[src/rtl/lfsr_seq_ctrl.sv]
// ============================================================================
// lfsr_seq_ctrl : CSR-mapped sequencer that seeds a fixed-latency LFSR pipeline
//                 and chains each result back as the next seed.
// Optional completion interrupt: define LFSR_SEQ_CTRL_IRQ_EN.
// Revision: 1.0
// ============================================================================
`default_nettype none

module lfsr_seq_ctrl #(
  parameter int LATENCY = 32,
  parameter int CNT_W   = 16
) (
  input  logic        clk,
  input  logic        rst,
  input  logic        bus_req,
  input  logic        bus_we,
  input  logic [4:0]  bus_addr,
  input  logic [31:0] bus_wdata,
  output logic        bus_ack,
  output logic [31:0] bus_rdata,
  output logic [31:0] lfsr_seed,
  output logic        seed_vld,
  input  logic [31:0] lfsr_out,
  output logic        irq
);

  localparam logic [4:0] c_addr_ctrl   = 5'h00;
  localparam logic [4:0] c_addr_status = 5'h04;
  localparam logic [4:0] c_addr_seed   = 5'h08;
  localparam logic [4:0] c_addr_result = 5'h0C;
  localparam logic [4:0] c_addr_count  = 5'h10;

  typedef enum logic [1:0] {
    ST_IDLE    = 2'd0,
    ST_LOAD    = 2'd1,
    ST_WAIT    = 2'd2,
    ST_CAPTURE = 2'd3
  } state_t;

  state_t             state_q, state_d;
  logic               ack_q, ack_d;
  logic [31:0]        rdata_q, rdata_d;
  logic [31:0]        seed_q, seed_d;
  logic [31:0]        result_q, result_d;
  logic [CNT_W-1:0]   count_q, count_d;
  logic [CNT_W-1:0]   remaining_q, remaining_d;
  logic [31:0]        cur_seed_q, cur_seed_d;
  logic [7:0]         wait_q, wait_d;
  logic               done_q, done_d;

  logic w_idle, w_wr, w_rd, w_start;

  always_ff @(posedge clk) begin
    if (rst) begin
      state_q     <= ST_IDLE;
      ack_q       <= 1'b0;
      rdata_q     <= '0;
      seed_q      <= '0;
      result_q    <= '0;
      count_q     <= CNT_W'(1);
      remaining_q <= '0;
      cur_seed_q  <= '0;
      wait_q      <= '0;
      done_q      <= 1'b0;
    end else begin
      state_q     <= state_d;
      ack_q       <= ack_d;
      rdata_q     <= rdata_d;
      seed_q      <= seed_d;
      result_q    <= result_d;
      count_q     <= count_d;
      remaining_q <= remaining_d;
      cur_seed_q  <= cur_seed_d;
      wait_q      <= wait_d;
      done_q      <= done_d;
    end
  end

  always_comb begin
    state_d     = state_q;
    ack_d       = bus_req;
    rdata_d     = '0;
    seed_d      = seed_q;
    result_d    = result_q;
    count_d     = count_q;
    remaining_d = remaining_q;
    cur_seed_d  = cur_seed_q;
    wait_d      = wait_q;
    done_d      = done_q;

    w_idle  = (state_q == ST_IDLE);
    w_wr    = bus_req & bus_we;
    w_rd    = bus_req & ~bus_we;
    w_start = w_wr & w_idle & (bus_addr == c_addr_ctrl) & bus_wdata[0];

    if (w_rd) begin
      case (bus_addr)
        c_addr_status: rdata_d = {30'd0, done_q, ~w_idle};
        c_addr_seed:   rdata_d = seed_q;
        c_addr_result: rdata_d = result_q;
        c_addr_count:  rdata_d = 32'(count_q);
        default:       rdata_d = '0;
      endcase
    end

    // Configuration is frozen for the whole run; only done-clear is honoured while busy.
    if (w_wr) begin
      if (w_idle && bus_addr == c_addr_seed)  seed_d  = bus_wdata;
      if (w_idle && bus_addr == c_addr_count) count_d = bus_wdata[CNT_W-1:0];
      if (bus_addr == c_addr_status && bus_wdata[1]) done_d = 1'b0;
    end

    case (state_q)
      ST_IDLE: begin
        if (w_start) begin
          remaining_d = (count_q == '0) ? CNT_W'(1) : count_q;
          cur_seed_d  = seed_q;
          done_d      = 1'b0;
          state_d     = ST_LOAD;
        end
      end
      ST_LOAD: begin
        wait_d  = 8'(LATENCY);
        state_d = ST_WAIT;
      end
      ST_WAIT: begin
        wait_d = wait_q - 8'd1;
        if (wait_q == 8'd1) state_d = ST_CAPTURE;
      end
      ST_CAPTURE: begin
        result_d    = lfsr_out;
        remaining_d = remaining_q - CNT_W'(1);
        if (remaining_q > CNT_W'(1)) begin
          cur_seed_d = lfsr_out;
          state_d    = ST_LOAD;
        end else begin
          done_d  = 1'b1;
          state_d = ST_IDLE;
        end
      end
      default: state_d = ST_IDLE;
    endcase
  end

  assign bus_ack   = ack_q;
  assign bus_rdata = rdata_q;
  // cur_seed only changes on the way into LOAD, so it doubles as the held seed output.
  assign lfsr_seed = cur_seed_q;
  assign seed_vld  = (state_q == ST_LOAD);

`ifdef LFSR_SEQ_CTRL_IRQ_EN
  logic irq_q, irq_d;

  always_comb begin
    irq_d = (state_q == ST_CAPTURE) && (remaining_q <= CNT_W'(1));
  end

  always_ff @(posedge clk) begin
    if (rst) irq_q <= 1'b0;
    else     irq_q <= irq_d;
  end

  assign irq = irq_q;
`else
  assign irq = 1'b0;
`endif

endmodule

`default_nettype wire

[config.mk]
export PLATFORM = sky130hd
export DESIGN_NAME = lfsr_seq_ctrl
export DESIGN_NICKNAME = d
export VERILOG_FILES = /design/src/rtl/lfsr_seq_ctrl.sv
export SDC_FILE = /design/constraint.sdc
export NUM_CORES = 1
export LEC_CHECK = 0
export ABC_AREA = 1
export BUFFER_PORTS_ARGS = -buffer_cell sky130_fd_sc_hd__buf_2
export CAP_MARGIN = 20
export CORE_AREA = 4 4 121 123
export DETAILED_ROUTE_END_ITERATION = 8
export DIE_AREA = 0 0 125 127
export GPL_ROUTABILITY_DRIVEN = 0
export MAX_ROUTING_LAYER = met4
export PLACE_DENSITY = 0.75
export SETUP_SLACK_MARGIN = 0.4
export SLEW_MARGIN = 20
export SYNTH_ARGS = -nofsm -noshare
export SYNTH_HDL_FRONTEND = slang
export SYNTH_SLANG_ARGS = --single-unit
export TNS_END_PERCENT = 100
[constraint.sdc]
create_clock -name clk -period 2 [get_ports clk]
set_input_delay 0.3 -clock clk [delete_from_list [all_inputs] [get_ports clk]]
set_output_delay 0.3 -clock clk [all_outputs]
set_load 0.03 [all_outputs]
After elaboration in Yosys (flattened, before gate mapping)
Cells that the tools add are included.

storage, ports and cells
  input bits = 73
  flip-flop bits (word level) = 172
  logic and storage cells = 63
  output and inout bits = 67

cells by class
  muxes and demuxes = 17
  add/subtract/negate cells = 2
  $lt $le $gt $ge = 1
  reductions and logical operators = 14
  eq/ne operators = 11
  bitwise logic cells = 8

operators by type and width
  operator                                              number
  one-hot mux 32 bit (4 select lines)                   1
  two-way mux 32 bit                                    2
  one-hot mux 32 bit (2 select lines)                   1
  two-way mux 16 bit                                    2
  one-hot mux 16 bit (2 select lines)                   1
  > comparator 16 x 1 -> 1 bit (second input constant)  1
  logical NOT 16 bit                                    1
  one-hot mux 8 bit (2 select lines)                    1
  subtractor 16 x 1 -> 16 bit (second input constant)   1
  == test 5 x 4 -> 1 bit (second input constant)        2
  == test 8 x 1 -> 1 bit (second input constant)        1
  one-hot mux 2 bit (4 select lines)                    1
  AND reduction 2 bit                                   4
  subtractor 8 x 1 -> 8 bit (second input constant)     1
  AND 1 bit                                             5
  == test 5 x 3 -> 1 bit (second input constant)        1
  == test 5 bit (second input constant)                 1
  logical NOT 5 bit                                     1
  two-way mux 1 bit                                     5
  == test 2 bit (second input constant)                 2
  two-way mux 2 bit                                     2
  inequality test 2 bit (second input constant)         2
  nonzero test 2 bit                                    2
  logical AND 1 bit                                     3
  7 further kinds                                       9

Depth between registers and ports, before layout
  depth after elaboration = 6
  mapped depth = 12
  depth with buffers taken out = 11

Worst setup path before layout
No wires, ideal clock.

  path kind = flip-flop to flip-flop
  start point = register state_q[0]
  end point = register wait_q[7]
  arrival time = 1464 ps
  setup time = 123 ps
  data required time = 1877 ps
  setup slack = 413 ps
  buffers on the path = 0
  clock period less this slack = 1587 ps
  cell stages (with the launch flop) = 9
  cell sequence = dfxtp_1 > inv_1 > ha_1 > nand2_1 > nor3_2 > nand3_1 > nor2_1 > nand2_1 > nor3b_1

on the way
  word-level cells in the longest chain between the ends = 2
  elaborated cells on any way between the ends = 4
  classes of those cells = 2 x eq/ne; 1 x mux; 1 x reduce/logical

ends and longest elaborated chain
  item                                                                      line  source
  from (decl)                                                               40    state_t state_q, state_d;
  from (signal assigned)                                                    66    state_q <= state_d;
  == test 2 bit or == test 2 x 1 -> 1 bit (tied branches)                   113   case (state_q)
  one-hot mux 8 bit (2 select lines) or nonzero test 2 bit (tied branches)  -
  to (signal assigned)                                                      74    wait_q <= wait_d;
  to (decl)                                                                 48    logic [7:0] wait_q, wait_d;

Parallel ways exist; a longest one is shown, timed or not.
A chain may end at the register's enable or synchronous reset.

Worst setup path after layout
  start point = register state_q[0]
  end point = register cur_seed_q[13], in the netlist lfsr_seed[13]

on the way
  word-level cells in the longest chain between the ends = 6
  elaborated cells on any way between the ends = 10
  classes of those cells = 3 x eq/ne; 1 x mux; 3 x bitwise; 3 x reduce/logical

ends and longest elaborated chain
  item                                             line     source
  logical NOT 2 bit                                91, 113
  AND 1 bit (3 in a row)                           94       w_start = w_wr & w_idle & (bus_addr == c_addr_ctrl) & bus_wdata[0];
  inequality test 2 x 1 -> 1 bit (no source line)  -
  AND reduction 3 bit (no source line)             -
  to (signal assigned)                             73       cur_seed_q <= cur_seed_d;
  to (decl)                                        47       logic [31:0] cur_seed_q, cur_seed_d;

Parallel ways exist; a longest one is shown, timed or not.

==> out/qor.yml <==
run_status:
  status: "finished, final reports clean"
critical_path:
  crit_required_ns: 2.32
  startpoint_type: "register"
  cp_max_fo: 8
  path_class: "register to register"
  crit_arrival_ns: 1.92
  end_kind: "register"
logic_synthesis:
  synth_edf_count: 0
  yosys_warnings: 0
  ys_ff_latch: 172
  yosysTopAreaCell: "dfxtp_1"
  synth_commonest_cells: "nand2_1, dfxtp_1, nor2_1"
  synthesis.instances: 1006
  ys_top_cells_by_area: "dfxtp_1, nand2_1, a21oi_1"
  synth_fp_nets: 1088
  synthFlopType: "dfxtp_1"
  synth_area_sq_um: 7288
  yosysTopAreaCellShare: 0.4724
  ys_seq_area_frac: 0.4724
  ys_async_sr_fraction: 0
  synth_most_common_cell: "nand2_1"
  syn_avg_cell_area_sq_um: 7.245
  yosysUniqueCellTypes: 38
floorplanning:
  die_x_microns: 125
  coreArea_sq_um: 13670
  num_io_pins: 140
  rows: 43
  die_y_microns: 127
  die-area_sq_um: 15880
  initial_core_util: 0.5333
placement:
  post-place-ws_ns: 0.1005
  dpl.cell_count: 1290
  place_area_sq_um: 8127
  post-dp-hpwl_mm: 13.93
  portBuffers: 138
routing:
  antenna_left: 0
  firstDrtPassIters: 6
  routedWlPerCell_microns: 16.11
  routed_via_density: 5.447
  vias: 7294
  drt_first_iter_violations: 882
  totalWireLength_mm: 21.57
  drc: 0
final_layout:
  area_delta_synth_final_pct: 26.58
  layout-drive-gt1-share: 0.2459
  n_fill_cell: 1147
  diodes: 0
  nets: 1228
  stdcell_count: 1339
  final_cell_area_sq_um: 9225
  final_util: 0.6751
clock_network:
  cts.sinks: 172
  cts_tree: "done"
  cts_max_level: 4
  worstSkewPairLatency_ns: 0.43
  cts_buffer_depth: 2
  cts_made_buffers: 17
  cts.clk_slew.worst_paths_ns: 0.06
  holdBufCountCts: 0
  cts-root-buf: "clkbuf_16"
timing:
  finalSetupTns_ns: 0
  min_period_over_period: 0.7990
  fmaxAchievable_ghz: 0.6258
  hold_viol: 0
  setup_viol: 0
  holdWs_ns: 0.1174
  final-max-slew-violation-count: 0
  finalWorstSetupSlack_ns: 0.4021
  fin_skew_ns: 0.006702
  rsz0062_at_grt: "yes"
  min_period_ns: 1.598
pwr:
  leakage_nw: 3.980
  powerDensity_nw_per_um2: 891.1
  vdd_drop_max_mv: 0.5685
  power.total_mw: 8.221
global_routing:
  grt_first_pass_wirelength_mm: 33.06
  grt_max_degree: 57
  gr-usage-all-layers: 0.2617
  grt_overflow: 0
  antenna_found_initial: 0
  grt_pass1_vias: 6625
worst_hold_path:
  hold_path_class: "input pin to register"
run:
  cap_violations: 0
==> repair_timing <==
action,4_1_cts,5_1_grt
buffers inserted,7,6
cloned,1,3
endpoints found under the setup margin,99,89
pin swaps,4,12
resized for setup,26,95
==> flip-flops by register name (all words and copies together), names as in the netlist <==
signal       cells
bus_rdata       32
lfsr_seed       32
result_q        32
seed_q          32
count_q         16
remaining_q     16
wait_q           8
state_q          2
bus_ack          1
done_q           1
==> final timing paths <==
kind	from	endpoint	slack, ns	depth (start not counted)
hold / removal	bus_wdata[31]	seed_q[31]	0.12	3
hold reg to reg	result_q[18]	result_q[18]	0.46	2
setup reg to reg	state_q[0]	lfsr_seed[13]	0.40	10
setup / recovery	state_q[0]	lfsr_seed[13]	0.40	10
==> area by class of cell <==
type	count	area, sq um	share of cell area
well taps	180	225.2	0.02441
clock inverters	12	137.6	0.01492
inverters	88	360.3	0.03906
flip-flops and latches	172	3456	0.3746
repair buffers	177	1160	0.1257
clock buffers	20	456.7	0.04950
multi-input cells	690	3430	0.3718
==> per-layer routing <==
metal  GRT usage  share of wire  wire length, microns
met1      0.3436           0.42                  9157
met2      0.4084           0.47                 10200
met3     0.04640          0.080                  1734
met4     0.09694          0.022                   479
met5           -              0                     0
==> logic make-up (layout without fill, tap and decap cells) <==
logic type | Yosys count | in the layout | synth area share
AOI/OAI and AO/OA | 256 | 256 | 0.1833
xor gates and xnor gates | 4 | 4 | 0.004808
adders and majority gates | 9 | 9 | 0.01545
buffers and inverters | 144 | 297 | 0.08790
DFF | 172 | 172 | 0.4724
other | 1 | 1 | 0.0005145
and+or+nand+nor | 420 | 420 | 0.2355
==> cells in the final DEF, fill, tap and decap left out, drive strengths merged, types with 2 or more instances in the layout <==
cell type | netlist | final
nand2 | 242 | 242
nor2 | 141 | 141
ha | 9 | 9
buf | 38 | 173
dfxtp | 172 | 172
bufinv | 0 | 2
xor2 | 3 | 3
a211oi | 2 | 2
o22ai | 2 | 2
a21oi | 113 | 113
o221ai | 9 | 9
nor3 | 4 | 4
o21ai | 123 | 123
o211ai | 2 | 2
or2 | 4 | 4
inv | 88 | 90
a31oi | 4 | 4
clkinv | 0 | 7
nand4 | 6 | 6
nand3 | 20 | 20
clkbuf | 18 | 23
==> worst max-delay path, cell delays in order, from the launching register on <==
cell and delay (ns):
dfxtp_4 0.37, inv_4 0.07, ha_4 0.15, nand3_2 0.08, nor2_2 0.11, nand2_2 0.11
nand2_8 0.11, nand2_8 0.13, buf_12 0.18, o21ai_1 0.12, nor2_1 0.05
==> power breakdown <==
part / internal, mW / switching (mW)
logic: 0.483 / 0.748
clock network: 1.92 / 1.40
registers: 3.57 / 0.105
total: 5.97 / 2.25
No activity file was read; power rests on OpenSTA's default activity.
